File: src/rtl/uart_int_pkg.sv
// Shared constants for the UART interrupt controller.
// The coalescing FSM state type is only used when UART_INT_COALESCE_EN is defined.
package uart_int_pkg;

    localparam int unsigned NSRC_DEF   = 5;
    localparam int unsigned ID_W_DEF   = 3;
    localparam int unsigned HOLD_W_DEF = 8;
    localparam int unsigned IIR_W_DEF  = ID_W_DEF + 1;

    // IIR value with nothing pending: id = 0, ip_n = 1
    localparam logic [IIR_W_DEF-1:0] IIR_NONE = IIR_W_DEF'(1);

    // Source indices, lowest index wins
    localparam int unsigned SRC_RLS  = 0;
    localparam int unsigned SRC_RDA  = 1;
    localparam int unsigned SRC_TI   = 2;
    localparam int unsigned SRC_THRE = 3;
    localparam int unsigned SRC_MS   = 4;

    typedef enum logic [1:0] {
        CO_IDLE,
        CO_HOLD,
        CO_ACTIVE
    } coal_state_e;

endpackage

File: src/rtl/uart_int_prio_enc.sv
// Combinational priority encoder: lowest-numbered set request wins.
module uart_int_prio_enc #(
    parameter int unsigned NSRC = 5,
    parameter int unsigned ID_W = 3
) (
    input  logic [NSRC-1:0] i_req,
    output logic [ID_W-1:0] o_id,
    output logic            o_valid
);

    // Scan from the top so the lowest set index is written last
    always_comb begin
        o_id = '0;
        for (int i = int'(NSRC) - 1; i >= 0; i--) begin
            if (i_req[i]) begin
                o_id = ID_W'(i);
            end
        end
    end

    assign o_valid = |i_req;

endmodule

File: src/rtl/uart_int_ctrl.sv
// UART interrupt controller: edge-detected pending flags, IIR priority
// encoding, and an optional interrupt coalescing hold counter selected by
// the macro UART_INT_COALESCE_EN.
module uart_int_ctrl
    import uart_int_pkg::*;
#(
    parameter int unsigned NSRC   = NSRC_DEF,
    parameter int unsigned ID_W   = ID_W_DEF,
    parameter int unsigned HOLD_W = HOLD_W_DEF
) (
    input  logic              clk,
    input  logic              wb_rst_i,
    input  logic [NSRC-1:0]   src_lvl_i,
    input  logic [NSRC-1:0]   ier_i,
    input  logic [NSRC-1:0]   clr_i,
    input  logic [HOLD_W-1:0] hold_i,
    output logic [NSRC-1:0]   pnd_o,
    output logic [ID_W:0]     iir_o,
    output logic              int_o
);

    localparam logic [ID_W:0] IIR_RST = (ID_W + 1)'(IIR_NONE);

    logic [NSRC-1:0] r_lvl_d;
    logic [NSRC-1:0] r_pnd;
    logic [ID_W:0]   r_iir;
    logic            r_int;
    logic [NSRC-1:0] w_rise;
    logic [NSRC-1:0] w_pnd_nxt;
    logic [ID_W-1:0] w_id;
    logic            w_valid;
    logic            w_int_nxt;

    assign w_rise    = src_lvl_i & ~r_lvl_d & ier_i;
    // Rise beats clear; otherwise a pending bit survives only while enabled
    assign w_pnd_nxt = w_rise | (~clr_i & r_pnd & ier_i);

    uart_int_prio_enc #(
        .NSRC (NSRC),
        .ID_W (ID_W)
    ) u_prio_enc (
        .i_req   (r_pnd),
        .o_id    (w_id),
        .o_valid (w_valid)
    );

    // Level history, pending flags and IIR
    always_ff @(posedge clk or posedge wb_rst_i) begin
        if (wb_rst_i) begin
            r_lvl_d <= '0;
            r_pnd   <= '0;
            r_iir   <= IIR_RST;
        end else begin
            r_lvl_d <= src_lvl_i;
            r_pnd   <= w_pnd_nxt;
            r_iir   <= {w_id, ~w_valid};
        end
    end

`ifdef UART_INT_COALESCE_EN
    coal_state_e       r_state;
    coal_state_e       w_state_nxt;
    logic [HOLD_W-1:0] r_cnt;
    logic [HOLD_W-1:0] w_cnt_nxt;

    // Coalescing state and hold counter
    always_ff @(posedge clk or posedge wb_rst_i) begin
        if (wb_rst_i) begin
            r_state <= CO_IDLE;
            r_cnt   <= '0;
        end else begin
            r_state <= w_state_nxt;
            r_cnt   <= w_cnt_nxt;
        end
    end

    // Next state: RLS bypasses the hold, others wait out hold_i cycles
    always_comb begin
        w_state_nxt = r_state;
        w_cnt_nxt   = r_cnt;
        if (r_pnd == '0) begin
            w_state_nxt = CO_IDLE;
            w_cnt_nxt   = '0;
        end else begin
            case (r_state)
                CO_IDLE: begin
                    if (r_pnd[0] || (hold_i == '0)) begin
                        w_state_nxt = CO_ACTIVE;
                    end else begin
                        w_state_nxt = CO_HOLD;
                        w_cnt_nxt   = hold_i;
                    end
                end
                CO_HOLD: begin
                    if (r_pnd[0] || (r_cnt <= HOLD_W'(1))) begin
                        w_state_nxt = CO_ACTIVE;
                        w_cnt_nxt   = '0;
                    end else begin
                        w_cnt_nxt   = r_cnt - HOLD_W'(1);
                    end
                end
                CO_ACTIVE: begin
                    w_state_nxt = CO_ACTIVE;
                end
                default: begin
                    w_state_nxt = CO_IDLE;
                    w_cnt_nxt   = '0;
                end
            endcase
        end
    end

    assign w_int_nxt = (w_state_nxt == CO_ACTIVE);
`else
    logic w_unused_hold;

    // hold_i has no effect in this build
    assign w_unused_hold = ^hold_i;
    assign w_int_nxt     = |r_pnd;
`endif

    // Registered interrupt request
    always_ff @(posedge clk or posedge wb_rst_i) begin
        if (wb_rst_i) begin
            r_int <= 1'b0;
        end else begin
            r_int <= w_int_nxt;
        end
    end

    assign pnd_o = r_pnd;
    assign iir_o = r_iir;
    assign int_o = r_int;

endmodule

File: config.mk
export PLATFORM = sky130hd
export DESIGN_NAME = uart_int_ctrl
export DESIGN_NICKNAME = d
export VERILOG_FILES = /design/src/rtl/uart_int_pkg.sv /design/src/rtl/uart_int_prio_enc.sv /design/src/rtl/uart_int_ctrl.sv
export SDC_FILE = /design/constraint.sdc
export NUM_CORES = 1
export LEC_CHECK = 0
export CORE_AREA = 2 2 42 44
export CTS_BUF_LIST = sky130_fd_sc_hd__clkbuf_8
export DETAILED_ROUTE_END_ITERATION = 10
export DIE_AREA = 0 0 44 46
export PLACE_DENSITY = 0.83
export SKIP_LAST_GASP = 1
export SLEW_MARGIN = 10
export SYNTH_ARGS = -nofsm -noshare
export SYNTH_HDL_FRONTEND = slang
export SYNTH_SLANG_ARGS = --single-unit
File: constraint.sdc
create_clock -name clk -period 1.3 [get_ports clk]
set_clock_uncertainty 0.1 [all_clocks]
set_input_delay 0.325 -clock clk [delete_from_list [all_inputs] [get_ports clk]]
set_output_delay 0.325 -clock clk [all_outputs]
set_load 0.01 [all_outputs]
# --- Yosys cells after proc, flatten, opt, wreduce, memory -nomap -nowiden ---
# Index checks and enable logic that the tools add are counted.
word_totals:
  regBits: 15
  in_bits: 25
  out_inout_bits: 10
  word_cells: 18
classes:
  mux: 5
  bitwise_logic: 8
  n_reduce_logical: 1
op_table:
  columns: ["cell", "n"]
  rows:
  - ["bitwise AND 5 bit", 4]
  - ["two-way mux 3 bit", 5]
  - ["inverter 5 bit", 2]
  - ["OR 5 bit", 1]
  - ["OR reduction 5 bit", 1]
  - ["inverter 1 bit", 1]

# --- Logic depth before layout (Yosys ltp) ---
depth:
  word_depth: 5
  ltp_mapped: 2
  ltp_nobuf: 2

# --- Cells and area by module ---
# A second synthesis with hierarchy kept.
unflattened:
  cells_unflattened: 43
  area_unflattened_um2: 601.8
by_module_without_submodules:
  columns: ["module", "instances", "cells_per_inst", "area_per_inst_um2", "seq_area_each_um2"]
  rows:
  - ["uart_int_ctrl", 1, 35, 553.0, 376.6]
  - ["uart_int_prio_enc", 1, 8, 48.8, 0.0]

# --- Worst setup path before layout ---
# No wires, ideal clock.
synth_path:
  path_type: "register -> register"
  startpoint: "register r_pnd[1] (netlist: pnd_o[1])"
  endpoint: "register r_iir[3] (netlist: iir_o[3])"
  setup_ns: 0.066
  arrival_time_ns: 0.902
  required_ns: 1.134
  setup_slack_ns: 0.232
  stages_incl_launch_ff: 3
  path_buffers: 0
  period_less_slack_ns: 1.068
  path_cell_list: "dfrtp_1 nor4_2 and2_1"
synth_via:
  elab_chain_cells: 2
synth_lines:
  columns: ["item", "line_no", "rtl"]
  rows:
  - ["from (decl)", "uart_int_ctrl.sv:25", "logic [NSRC-1:0] r_pnd;"]
  - ["from (signal assigned)", "uart_int_ctrl.sv:55", "r_pnd <= w_pnd_nxt;"]
  - ["two-way mux 3 bit (2 in series)", "uart_int_prio_enc.sv:15", "if (i_req[i]) begin"]
  - ["named net u_prio_enc.o_id[2]", "uart_int_prio_enc.sv:7", "output logic [ID_W-1:0] o_id,"]
  - ["to (signal assigned)", "uart_int_ctrl.sv:56", "r_iir <= {w_id, ~w_valid};"]
  - ["to (decl)", "uart_int_ctrl.sv:26", "logic [ID_W:0] r_iir;"]
# The timed path passes the listed nets, and every way through them passes these cells.

# --- Final worst setup path ---
layout_path:
  startpoint: "register r_iir[0] (netlist: iir_o[0])"
  endpoint: "output iir_o[0]"
layout_rtl:
  columns: ["item", "line_no", "rtl"]
  rows:
  - ["to (decl)", "uart_int_ctrl.sv:18", "output logic [ID_W:0] iir_o,"]
# No word-level cell between the ends.

==> metrics.txt <==
top cell type's share of synthesized area=65.3%; kind of cell adding the most delay to the critical path=flip-flops; vias in the first global route=387; critical-path cell list=buf_6; clk slew on worst S/H paths=60 ps; Placed Cells=89; Routed WL=959 um; worst-margin pin slew=295 ps; max cap viols=0; Site Rows=15; commonest non-fill, non-tap cell in the layout=clkdlybuf4s50_1; Initial DRC Count=3; CTS Hold Bufs=0; Core ar.=1610 sq um; residual DRC count=0; placed inst area=863 sq um; crit path time final=1280 ps; PD cells=1160 nW/um^2; CP max stage cell=dfstp_2; commonest non-fill, non-tap cells in the layout=clkdlybuf4s50_1 (16), dfrtp_1 (14), nand2b_1 (12); Die Area=2020 sq um; Inserted Diodes=0; Seq cells post-synth=15; DR vias/cell=4.44; worst vdd ir=0.693 mV; critical path arrival=850 ps; drt first pass iters=2; post-synthesis sequential area ratio=70.2%; # IOs=35; fraction of synthesized area in multiplexers=0%; mean routed wirelength per cell=10.3 um; Post-Synth Simple-Gate Area=20.5%; WHS=198 ps; Leak Pwr=0.410 nW; Yosys cell types=11; CP Buf/Inv Count=1; Post-Syn Area=537 sq um; Tcrit/Tclk final=98.4%; unrepaired setup endpoints after global routing=yes; Mapped Nets=65; total track usage=11.7%; Clock Latency Late Sink=240 ps; Yosys Warn Count=0; TritonCTS buffer count=3; Worst Setup Start Kind=flip-flop; total power=1.02 mW; largest family of logic cells by synthesized area=simple AND/OR/NAND/NOR gates; final setup fails=0; vias post-DR=413; synth top area cells=dfrtp_1 (65%), nand2b_1 (14%), a21boi_0 (7.0%); # nets final=102; clk root buf=clkbuf_8; Layout Cells excl Fill=93; Worst Path Class, Setup=reg -> out; Finished Core Util=54.8%; CTS sink count=15; Post-Place Setup Slack=-142 ps; grt ovf=0; crit-path max FO=1; DRT antenna net count=0; Final Cell Area=885 sq um; synthesized area per cell=13.4 sq um; Slew HR=80.2%; Synth Area in Compound Gates=7.93%; fmax=781 MHz; H-tree depth=1; PortBufs=26; accumulated negative setup slack=0 ps; Worst EP required=880 ps; Hold Crit Class=in -> async; chip height=46 um; CTS tree=done; cell taking the most area after synthesis=dfrtp_1; Max Transition Viols Final=0; share of layout cells above drive strength 1=22.4%; Initial Utilization=33.3%; maximum number of pins on one net before global-route repair=11; Hold Vio Cnt, Final=0; Placer Congestion=0.614; first-pass GRT wire length=1.59 mm; Max Root-Sink Buffers=2; area share of xor/xnor cells in the synthesized design=0%; initial antenna violation count=0; cells after synthesis=40; area delta synth->final=64.8%; status=finished clean; Die X-Extent=44 um; Post-Synth Adder-Cell Area=0%; CP Capture Type=output port; Critical Path Max Stage Delay=520 ps; Final Worst Setup Slack=20.2 ps
flip-flops by register name (all words and copies together) (netlist names):
name	cells
pnd_o	5
r_lvl_d	5
iir_o	4
int_o	1
final cells by class:
cell class / count / area, sq um
timing repair buffer: 32 / 282
fill: 155 / 729
multi-input combinational: 23 / 153
clock inverter: 1 / 3.75
clock buffer: 3 / 41.3
inverter: 2 / 7.51
tap: 17 / 21.3
sequential: 15 / 377
cells in the mapped netlist:
library cell and n:
nand2b_1 12, and2b_1 1, dfrtp_1 14, inv_1 2, dfstp_2 1, nor3_1 1, nor4_2 1, a21boi_0 5
nor2_1 1, a21oi_1 1, and2_1 1
path summary, 6_finish.rpt:
kind / to / from / cells after the start / slack (ps)
min in group clk: pnd_o[4] / r_lvl_d[4] / 2 / 410
worst max-delay path: iir_o[0] / iir_o[0] / 1 / 20
max in group asynchronous: r_lvl_d[0] / wb_rst_i / 3 / 500
worst max register to register: iir_o[3] / pnd_o[1] / 3 / 110
worst min-delay path: r_lvl_d[4] / wb_rst_i / 2 / 200
worst min register to register: pnd_o[4] / r_lvl_d[4] / 2 / 410
kinds of logic (layout without fill, tap and decap cells):
logic type / after synthesis / after routing
buf+inv: 2 / 38
simple gates: 17 / 17
compound gates: 6 / 6
flops: 15 / 15
power by group:
part,total [mW],internal (mW),switching (mW)
sequential,0.511,0.501,0.0101
clock,0.354,0.209,0.146
combinational,0.158,0.100,0.0571
total,1.02,0.810,0.213
layer usage:
metal	GRT usage [%]	share of wire [%]	up-vias
met3	3.57	7.6	2
met2	19.1	50	18
met1	13.4	40	194
met4	7.27	2.5	0
li1	-	-	199
met5	0	0	-
repair_timing:
| item | 4_1_cts | 5_1_grt |
|---|---|---|
| setup buffers | 0 | 0 |
| gates resized for setup | 22 | 6 |
| setup endpoints to repair | 10 | 6 |
Note: power is estimated with default switching activity, not from simulation.
